<file path="config.mk">
export PLATFORM = sky130hd
export DESIGN_NAME = alu_exec_stage
export DESIGN_NICKNAME = d
export VERILOG_FILES = /design/src/rtl/alu_exec_stage.sv
export SDC_FILE = /design/constraint.sdc
export NUM_CORES = 1
export LEC_CHECK = 0
export BUFFER_PORTS_ARGS = -buffer_cell sky130_fd_sc_hd__buf_2
export CAP_MARGIN = 20
export CORE_MARGIN = 2
export CORE_UTILIZATION = 50
export DETAILED_ROUTE_END_ITERATION = 12
export GPL_ROUTABILITY_DRIVEN = 1
export PLACE_DENSITY = 0.69
export RECOVER_POWER = 100
export SLEW_MARGIN = 20
export SYNTH_ARGS = -nofsm -noshare
export SYNTH_HDL_FRONTEND = slang
export SYNTH_SLANG_ARGS = --single-unit
</file>
<file path="constraint.sdc">
create_clock -name clk -period 4.2 [get_ports clk]
set_input_delay 0.21 -clock clk [delete_from_list [all_inputs] [get_ports clk]]
set_output_delay 0.21 -clock clk [all_outputs]
set_load 0.01 [all_outputs]
</file>
<file path="src/rtl/alu_exec_stage.sv">
// alu_exec_stage: registered 8-bit ALU execute stage with valid/ready in and out, iterative restoring divider
module lac_8 (
   input  logic [7:0] a,
   input  logic [7:0] b,
   input  logic       cin,
   output logic [7:0] sum,
   output logic       cout
);
   logic [7:0] p, g;
   logic [4:0] c_lo, c_hi;
   function automatic logic [4:0] cla4(input logic [3:0] pp, input logic [3:0] gg, input logic ci);
      logic [4:0] c;
      c[0] = ci;
      c[1] = gg[0] | (pp[0] & ci);
      c[2] = gg[1] | (pp[1] & gg[0]) | (pp[1] & pp[0] & ci);
      c[3] = gg[2] | (pp[2] & gg[1]) | (pp[2] & pp[1] & gg[0]) | (&pp[2:0] & ci);
      c[4] = gg[3] | (pp[3] & gg[2]) | (pp[3] & pp[2] & gg[1]) | (&pp[3:1] & gg[0]) | (&pp & ci);
      return c;
   endfunction
   assign p    = a ^ b;
   assign g    = a & b;
   assign c_lo = cla4(p[3:0], g[3:0], cin);
   assign c_hi = cla4(p[7:4], g[7:4], c_lo[4]);
   assign sum  = p ^ {c_hi[3:0], c_lo[3:0]};
   assign cout = c_hi[4];
endmodule

module mul_8 (
   input  logic [7:0] a,
   input  logic [7:0] b,
   output logic [7:0] prod
);
   always_comb begin
      prod = '0;
      for (int i = 0; i < 8; i++)
         prod = prod + ({8{b[i]}} & (a << i));
   end
endmodule

module compare_8 (
   input  logic [7:0] a,
   input  logic [7:0] b,
   output logic [1:0] code
);
   logic [7:0] diff;
   assign diff = a + ~b + 8'd1;
   assign code = (a == b) ? 2'b00 : diff[7] ? 2'b01 : 2'b10;
endmodule

module alu_exec_stage #(
   parameter int WIDTH = 8,
   parameter int CNT_W = 4
) (
   input  logic             clk,
   input  logic             rst_n,
   input  logic             in_valid,
   output logic             in_ready,
   input  logic [2:0]       op,
   input  logic [WIDTH-1:0] a,
   input  logic [WIDTH-1:0] b,
   output logic             out_valid,
   input  logic             out_ready,
   output logic [WIDTH-1:0] result,
   output logic [WIDTH-1:0] remainder,
   output logic             flag_z,
   output logic             flag_n,
   output logic             flag_c,
   output logic             flag_dz,
   output logic             flag_ill
);
   typedef enum logic [1:0] {IDLE, DIV, DONE} state_t;
   state_t state, state_nxt;
   logic             accept, div_start, div_last;
   logic [WIDTH-1:0] add_sum, sub_sum, mul_p;
   logic             add_c, sub_c;
   logic [1:0]       cmp_code;
   logic [WIDTH-1:0] op_res, op_rem;
   logic             op_c, op_dz, op_ill;
   logic [WIDTH-1:0] dvd, divisor, rem_acc, rem_new, q_nxt;
   logic [WIDTH:0]   rem_sh, rem_diff;
   logic [CNT_W-1:0] cnt;
   logic             q_bit;

   lac_8     u_add (.a(a), .b(b),  .cin(1'b0), .sum(add_sum), .cout(add_c));
   lac_8     u_sub (.a(a), .b(~b), .cin(1'b1), .sum(sub_sum), .cout(sub_c));
   mul_8     u_mul (.a(a), .b(b), .prod(mul_p));
   compare_8 u_cmp (.a(a), .b(b), .code(cmp_code));

   assign accept    = in_valid & in_ready;
   assign div_start = accept && op == 3'd3 && b != '0;
   assign div_last  = state == DIV && cnt == CNT_W'(WIDTH - 1);

   always_ff @(posedge clk or negedge rst_n)
      if (!rst_n) state <= IDLE;
      else        state <= state_nxt;

   always_comb begin
      state_nxt = state;
      if (accept)
         state_nxt = div_start ? DIV : DONE;
      else if (div_last)
         state_nxt = DONE;
      else if (state == DONE && out_ready)
         state_nxt = IDLE;
   end

   always_comb begin
      in_ready  = state == IDLE || (state == DONE && out_ready);
      out_valid = state == DONE;
   end

   always_comb begin
      op_res = '0;
      op_rem = '0;
      op_c   = 1'b0;
      op_dz  = 1'b0;
      op_ill = 1'b0;
      case (op)
         3'd0: begin op_res = add_sum; op_c = add_c; end
         3'd1: begin op_res = sub_sum; op_c = sub_c; end
         3'd2: op_res = mul_p;
         // only reached with b == 0; nonzero divisors go through the iterative path
         3'd3: begin op_res = '1; op_rem = a; op_dz = 1'b1; end
         3'd4: op_res = {{(WIDTH-2){1'b0}}, cmp_code};
         default: op_ill = 1'b1;
      endcase
   end

   // one extra bit keeps the shifted remainder exact when the divisor exceeds 2**(WIDTH-1)
   always_comb begin
      rem_sh   = {rem_acc, dvd[WIDTH-1]};
      rem_diff = rem_sh - {1'b0, divisor};
      q_bit    = rem_sh >= {1'b0, divisor};
      rem_new  = q_bit ? rem_diff[WIDTH-1:0] : rem_sh[WIDTH-1:0];
      q_nxt    = {dvd[WIDTH-2:0], q_bit};
   end

   always_ff @(posedge clk or negedge rst_n)
      if (!rst_n) begin
         dvd       <= '0;
         divisor   <= '0;
         rem_acc   <= '0;
         cnt       <= '0;
         result    <= '0;
         remainder <= '0;
         flag_z    <= 1'b0;
         flag_n    <= 1'b0;
         flag_c    <= 1'b0;
         flag_dz   <= 1'b0;
         flag_ill  <= 1'b0;
      end else if (div_start) begin
         dvd     <= a;
         divisor <= b;
         rem_acc <= '0;
         cnt     <= '0;
      end else if (accept) begin
         result    <= op_res;
         remainder <= op_rem;
         flag_z    <= op_res == '0;
         flag_n    <= op_res[WIDTH-1];
         flag_c    <= op_c;
         flag_dz   <= op_dz;
         flag_ill  <= op_ill;
      end else if (state == DIV) begin
         dvd     <= q_nxt;
         rem_acc <= rem_new;
         cnt     <= cnt + 1'b1;
         if (div_last) begin
            result    <= q_nxt;
            remainder <= rem_new;
            flag_z    <= q_nxt == '0;
            flag_n    <= q_nxt[WIDTH-1];
            flag_c    <= 1'b0;
            flag_dz   <= 1'b0;
            flag_ill  <= 1'b0;
         end
      end
endmodule

</file>
# == Yosys cells after proc, flatten, opt, wreduce, memory -nomap -nowiden ==
# Index checks and enable logic that the tools add are counted.
# classes
reduce_logical,27
eq_ne,9
n_bitwise,96
n_lt_le_gt_ge,1
n_addsub,11
n_mux,38
# ops
cell,n
8-bit 2-to-1 mux,14
8-bit AND,10
8-bit adder,8
1-bit AND,44
8-bit one-hot mux with 5 select lines,1
1-bit bitwise OR,36
8-bit bitwise XOR,4
3-bit AND reduction,8
8-bit zero test,2
1-bit 2-to-1 mux,13
2-bit 2-to-1 mux,6
4-bit 2-to-1 mux,3
4-bit AND reduction,3
9-bit by 8-bit >= comparator with 1-bit output,1
"8-bit by 1-bit adder with 8-bit output, second input constant",1
8-bit equality test,1
8-bit NOT,1
8-bit nonzero test,1
8-bit subtractor,1
"3-bit by 2-bit equality test with 1-bit output, second input constant",2
2-bit nonzero test,3
5-bit OR reduction,1
"4-bit by 1-bit adder with 4-bit output, second input constant",1
"4-bit by 3-bit equality test with 1-bit output, second input constant",1
13 further kinds,16
# word_totals
input_bits,23
word_cells,194
register_bits,51

# == Depth between registers and ports, before layout ==
# Gate-level depths: netlist of run 1.
# depth
depth_word,13
ltp_mapped,17
ltp_nobuf,17

# == Hierarchy ==
# Synthesis of run 1 repeated with hierarchy kept, for this count alone.
# hier_totals
hier_cells,531
area_unflattened_um2,4754.6
# modules_own_cells
mod,n_inst,cells_per_inst,area_per_inst_um2,seq_area_each_um2
alu_exec_stage,1,342,3109.2,1251.2
mul_8,1,89,793.3,0.0
lac_8 (u_sub),1,36,321.6,0.0
lac_8 (u_add),1,34,310.3,0.0
compare_8,1,30,220.2,0.0

# == Worst setup path before layout of run 1 ==
# Ideal clock, no wire load.
# synth_path
path_type,input port to flip-flop
from,input b[1]
to,register flag_z
slack_ns,-0.048
t_required_ns,4.114
path_stages,17
arrival_ns,4.163
path_cell_list,inv_1 -> nor2_1 -> fa_1 -> fa_1 -> inv_1 -> fa_1 -> inv_1 -> ha_1 -> ha_1 -> fa_1 -> xnor2_1 -> xnor2_1 -> xnor2_1 -> xnor3_1 -> o211ai_2 -> o2111ai_1 -> o221ai_2
# synth_between
elab_chain_cells,12
elab_cells_between_ends,69
classes_between,9 x add/sub; 1 x eq/ne; 4 x mux; 47 x bitwise; 8 x reduce/logical
# synth_lines
element,line,source
"start, declared",60,"input logic [WIDTH-1:0] b,"
branches (longest 12 deep; another with 8-bit adder),--,
"end signal, assigned",146,flag_z <= 1'b0;
"end signal, assigned",159,flag_z <= op_res == '0;
"end signal, assigned",171,flag_z <= q_nxt == '0;
"end, declared",65,"output logic flag_z,"
# Parallel ways; which one is timed is not known.
# A chain may end at the register's enable or synchronous reset.

# == Worst setup path in the final report of run 1 ==
# Same ends and word-level chain as after synthesis.

==> flow_metrics.tcl, run 1 <==
set metrics [dict create \
    cp.arrival_ns 4.23 \
    final_common_cell "nand2_1" \
    cp-end-kind "flip-flop" \
    setup_tns_ns 0 \
    num-nets-final 647 \
    ctsLongestPathBuffers 2 \
    dpl_cell_area_sq_mm 0.00485 \
    path_delay_family "adder cells" \
    initial_core_util 0.522 \
    wl_met3_um 749 \
    worstSetupStartpointType "primary input" \
    finalNonFillerCells 676 \
    gp_congestion 0.889 \
    crit_fanout 4 \
    drtAntennaViolNets 0 \
    area_growth_syn_to_layout_pct 13.2 \
    clkPwrFrac 0.128 \
    ys.flop_type "dfrtp_1" \
    path_class "in -> reg" \
    drive_gt1_frac 0.137 \
    hpwl_mm 9.16 \
    cts_tree "built" \
    status "finished, violations left" \
    antenna_found_initial 0 \
    worst-endpoint-required_ns 4.43 \
    skew_ns 0.0135 \
    syn_avg_cell_area_sq_um 8.60 \
    clock.fmax_mhz 250 \
    cp_num_buf_inv 4 \
    diodes 0 \
    clkSinkCount 50 \
    first_iter_violations 298 \
    postCtsSetupRepairBufs 0 \
    hold_viol_final 0 \
    final_cell_mix "63 x nand2_1, 50 x dfrtp_1, 49 x inv_1" \
    syn_inst 504 \
    ir_drop_mv 0.412 \
    fin_crit_sh 0.953 \
    first_global_vias 3925 \
    slew_violations 51 \
    crit_slowest_cell "fa_1" \
    core_sq_mm 0.00830 \
    synth-edff-count 0 \
    power_switching_mw 1.22 \
    hold_buffers 0 \
    routedWlPerCell_um 18.0 \
    syn_nets 581 \
    wl_met1_mm 5.69 \
    ys_types 65 \
    wl_met2_mm 5.45 \
    drt-pass1-iter-count 5 \
    synth_area_sq_mm 0.00434 \
    maxCapViolCount 1 \
    period_needed_ns 4.00 \
    io_pins 46 \
    grt_setup_unrepaired "false" \
    post_cts_resized 0 \
    crit_chain "buf_2 -> inv_1 -> nor2_2 -> fa_1 -> fa_1 -> inv_1 -> fa_1 -> inv_1 -> ha_1 -> ha_1 -> fa_2 -> xnor2_2 -> xnor2_1 -> xnor2_1 -> xnor3_1 -> o211ai_2 -> o2111ai_2 -> o221ai_2" \
    numCtsBuffers 5 \
    top_layer_used "met4" \
    p_int_mw 1.46 \
    gr-total-overflow 0 \
    setup_viol 0 \
    vias_per_cell 5.85 \
    cts_root_buf "clkbuf_8" \
    p_sw_frac 0.455 \
    cts_max_level 2 \
    ys_seq_area_frac 0.289 \
    pwr-share-comb 0.551 \
    p_leak_nw 2.31 \
    num_rows 33 \
    port_buffers 45 \
    pwr-share-seq 0.320 \
    vias 3954 \
    clk_pin_slew_ns 0.10 \
    die_h_um 97.1 \
    grt_pass1_wl_mm 20.0 \
    violations "capacitance limit, slew limit" \
    insertion_delay_ns 0.31 \
    hold_class "in -> reg" \
    power_density_mw_per_mm2 547 \
    holdWs_ns 0.218 \
    fin_area_sq_mm 0.00491 \
    synth-seq-cells 50 \
    drc_errors 0 \
    tightest_slew_ns 2.69 \
    ys_warn_count 0 \
    track_usage 0.262 \
    dieArea_sq_mm 0.00943 \
    synth_async_sr_flop_share 1.00 \
    slowest_delay_ns 0.54 \
    totalWireLength_mm 12.2 \
    die_x_um 97.1 \
    dp.cells 668 \
    maxSlewHeadroom -0.791 \
    grt_max_degree 51 \
]
path summary, 6_finish.rpt:
kind	startpoint	endpoint	slack [ns]	cells past startpoint
min in group asynchronous	rst_n	flag_ill	0.83	2
worst max register to register	state[0]	dvd[0]	0.69	9
max in group asynchronous	rst_n	divisor[5]	1.83	2
worst min register to register	flag_dz	flag_dz	0.48	1
worst max-delay path	b[1]	flag_z	0.20	18
worst min-delay path	out_ready	state[1]	0.22	4
state kept, by name (all words and copies together) (netlist names):
register / count
rem_acc: 8
cnt: 4
dvd: 8
divisor: 8
flag_dz: 1
flag_z: 1
flag_c: 1
flag_ill: 1
state: 2
result: 8
remainder: 8
per-layer routing:
metal	vias to the layer above	track usage
li1	1871	-
met4	0	0.0715
met2	131	0.410
met5	-	0
met3	23	0.0295
met1	1929	0.389
power groups by stage:
| stage | sequential (mW) | combinational [mW] | clock (mW) |
|---|---|---|---|
| 6_report | 0.860 | 1.48 | 0.345 |
| 5_1_grt | 0.885 | 1.66 | 0.378 |
| 4_1_cts | 0.852 | 1.51 | 0.355 |
| 3_5_place_dp | 0.860 | 1.50 | 0 |
| 3_3_place_gp | 0.854 | 1.47 | 0 |
| 2_1_floorplan | 0.865 | 1.08 | 0 |
logic make-up (layout without fill, tap and decap cells):
logic type	count (synthesis)	in the layout	share of synthesized area
buffers and inverters	69	136	0.0641
adder cells (fa/ha/maj)	54	54	0.187
XOR/XNOR	25	25	0.0537
multiplexers	3	3	0.00693
flip-flops	50	50	0.289
AND/OR/NAND/NOR	173	173	0.198
AO/OA/AOI/OAI	130	130	0.202
cell usage after synthesis, types with 2 or more instances:
library cell	count	area, sq um
o22ai_1	5	31.3
clkbuf_1	7	26.3
fa_1	18	360
nand2_2	2	12.5
ha_1	36	450
a21o_1	3	22.5
mux2i_1	3	30.0
nand3_1	11	55.1
buf_4	2	15.0
o211a_1	4	40.0
o21ai_1	17	85.1
nand2_1	63	236
o21a_1	3	22.5
nor3_1	6	30.0
xnor2_1	16	140
nor4_4	2	42.5
o211ai_1	2	15.0
and2_1	4	25.0
a22o_1	2	17.5
buf_2	9	45.0
a211o_1	2	17.5
nand4_1	9	56.3
o21ai_0	22	110
nand2b_1	5	31.3
o221ai_1	2	17.5
dfrtp_1	50	1250
nor3b_1	3	22.5
nor2_1	50	188
inv_1	48	180
a22oi_1	13	97.6
a21oi_1	24	120
a211oi_1	4	30.0
inv_2	2	7.51
o21bai_1	2	15.0
nor2b_1	8	50.1
a31oi_1	5	31.3
xor2_1	8	70.1
o31ai_1	5	37.5
cell type report:
cell class | count | area [sq um]
clock buffers | 5 | 68.8
clock inverters | 3 | 45.0
fillers | 767 | 3390
inverters | 50 | 188
multi-input cells | 385 | 2800
flip-flops and latches | 50 | 1250
well taps | 105 | 131
repair buffers | 78 | 425
worst register-to-register path, stage by stage, from the launching register on:
cell,delay (ns)
dfrtp_1,0.45
nor2b_1,0.22
nor4b_1,0.30
clkbuf_1,0.59
inv_1,0.27
a21oi_4,0.17
clkbuf_1,0.68
nor2_1,0.36
a22oi_1,0.23
o21ai_0,0.11
metrics by stage:
step	total power, mW	util	setup slack [ns]
3_3_place_gp	2.32	0.584	-0.0694
4_1_cts	2.72	0.598	0.160
3_5_place_dp	2.36	0.584	-0.149
6_report	2.69	0.592	0.198
5_1_grt	2.92	0.592	0.0517
2_1_floorplan	1.94	-	0.0979
(Power assumes the default switching activity.)
==> inputs of run 2 (changes only) <==
--- a/config.mk
+++ b/config.mk
@@ -8,10 +8,10 @@
 export BUFFER_PORTS_ARGS = -buffer_cell sky130_fd_sc_hd__buf_2
 export CAP_MARGIN = 20
 export CORE_MARGIN = 2
-export CORE_UTILIZATION = 50
+export CORE_UTILIZATION = 54
 export DETAILED_ROUTE_END_ITERATION = 12
 export GPL_ROUTABILITY_DRIVEN = 1
-export PLACE_DENSITY = 0.69
+export PLACE_DENSITY = 0.73
 export RECOVER_POWER = 100
 export SLEW_MARGIN = 20
 export SYNTH_ARGS = -nofsm -noshare
==> flow_metrics.tcl, run 2 (synthesis results as in run 1) <==
set metrics [dict create \
    setup_tns_ns 0 \
    holdWs_ns 0.204 \
    drive_gt1_frac 0.137 \
    diodes 0 \
    routedWlPerCell_um 17.7 \
    clock.fmax_mhz 250 \
    cp-end-kind "flip-flop" \
    vias 3908 \
    dieArea_sq_mm 0.00876 \
    fin_crit_sh 0.952 \
    num_rows 32 \
    initial_core_util 0.558 \
    numCtsBuffers 5 \
    totalWireLength_mm 11.9 \
    vias_per_cell 5.81 \
    area_growth_syn_to_layout_pct 13.7 \
    cts_max_level 2 \
    first_iter_violations 236 \
    drt-pass1-iter-count 5 \
    hold_viol_final 0 \
    num-nets-final 647 \
    port_buffers 45 \
    gp_congestion 0.948 \
    hpwl_mm 9.07 \
    drc_errors 0 \
    postCtsSetupRepairBufs 0 \
    track_usage 0.290 \
    status "finished, violations left" \
    clkSinkCount 50 \
    gr-total-overflow 0 \
    grt_setup_unrepaired "false" \
    path_class "in -> reg" \
    cp.arrival_ns 4.23 \
    ctsLongestPathBuffers 2 \
    timing.final.ws_setup_ns 0.201 \
    slew_violations 71 \
    die_h_um 93.6 \
    die_x_um 93.6 \
    violations "capacitance limit, slew limit" \
    crit_fanout 4 \
    clk_pin_slew_ns 0.10 \
    final_common_cell "nand2_1" \
    dp.cells 664 \
    first_global_vias 3854 \
    finalNonFillerCells 673 \
    setup_viol 0 \
    insertion_delay_ns 0.31 \
    p_leak_nw 2.34 \
    core_sq_mm 0.00777 \
    tightest_slew_ns 2.68 \
    antenna_found_initial 0 \
    cts_root_buf "clkbuf_8" \
    period_needed_ns 4.00 \
    dp_slack_ns -0.202 \
    skew_ns 0.00752 \
    hold_class "in -> reg" \
    power_density_mw_per_mm2 557 \
    worst-endpoint-required_ns 4.43 \
    maxSlewHeadroom -0.789 \
    ir_drop_mv 0.485 \
    cts_tree "built" \
    io_pins 46 \
    maxCapViolCount 2 \
    drtAntennaViolNets 0 \
    worstSetupStartpointType "primary input" \
    grt_pass1_wl_mm 19.8 \
    totalPowerFinal_mw 2.74 \
    final_cell_mix "63 x nand2_1, 50 x dfrtp_1, 49 x inv_1, 49 x nor2_1" \
    grt_max_degree 51 \
]
## run 2: cell count changes in the layout (fill, tap and decap cells not counted), moves of 2 or more
cell / delta
buf_4: +3
clkbuf_1: -3
clkinvlp_4: -2
buf_2: -2
## run 2: where the power goes
group          internal (mW)  switching [mW]  leakage (nW)
combinational          0.594           0.884          1.64
sequential             0.700           0.158         0.623
clock                  0.239           0.169        0.0683
total                   1.53            1.21          2.34
## run 2: path summary, 6_finish.rpt
path	start	endpoint	slack (ns)	cells after the start
max	b[2]	flag_z	0.20	17
max in group asynchronous	rst_n	divisor[2]	1.40	2
max reg2reg	state[0]	dvd[0]	0.36	8
min in group asynchronous	rst_n	flag_ill	1.28	2
min reg2reg	flag_ill	flag_ill	0.48	2
min	out_ready	state[1]	0.20	4
## run 2: layer usage
metal  part of all wire  vias to the layer above  global-route usage
met5                  0                        -                   0
met4              0.024                        0              0.0894
met2               0.46                      150               0.462
met3              0.070                       20              0.0451
li1                   -                     1876                   -
met1               0.44                     1862               0.409
## run 2: timing repair
action,in CTS,in global routing
hold endpoints to repair,0,50
endpoints found under the setup margin,0,2
hold buffers,0,1
gates resized for setup,0,3
## run 2: cell type report
| class | count | area, sq um |
|---|---|---|
| flip-flops and latches | 50 | 1250 |
| clock inverters | 3 | 68.8 |
| multi-input cells | 385 | 2790 |
| fillers | 680 | 2840 |
| repair buffers | 78 | 442 |
| inverters | 50 | 188 |
| well taps | 102 | 128 |
| clock buffers | 5 | 68.8 |
## run 2: worst max-delay path, cell delays in order
cell       delay, ns
buf_2           0.13
and2_1          0.17
fa_1            0.46
fa_1            0.54
inv_1           0.06
fa_1            0.54
inv_1           0.05
ha_1            0.29
ha_1            0.21
fa_2            0.36
xnor2_2         0.17
xnor2_1         0.15
xnor2_1         0.16
xnor3_1         0.26
o211ai_2        0.17
o2111ai_1       0.15
o221ai_2        0.18
## run 2: metrics by stage
step                      instance area [sq um]  utilization
after floorplan                            4340            -
after global placement                     4840        0.623
after detailed placement                   4840        0.623
after CTS                                  4980        0.641
after global routing                       4930        0.635
final                                      4930        0.635
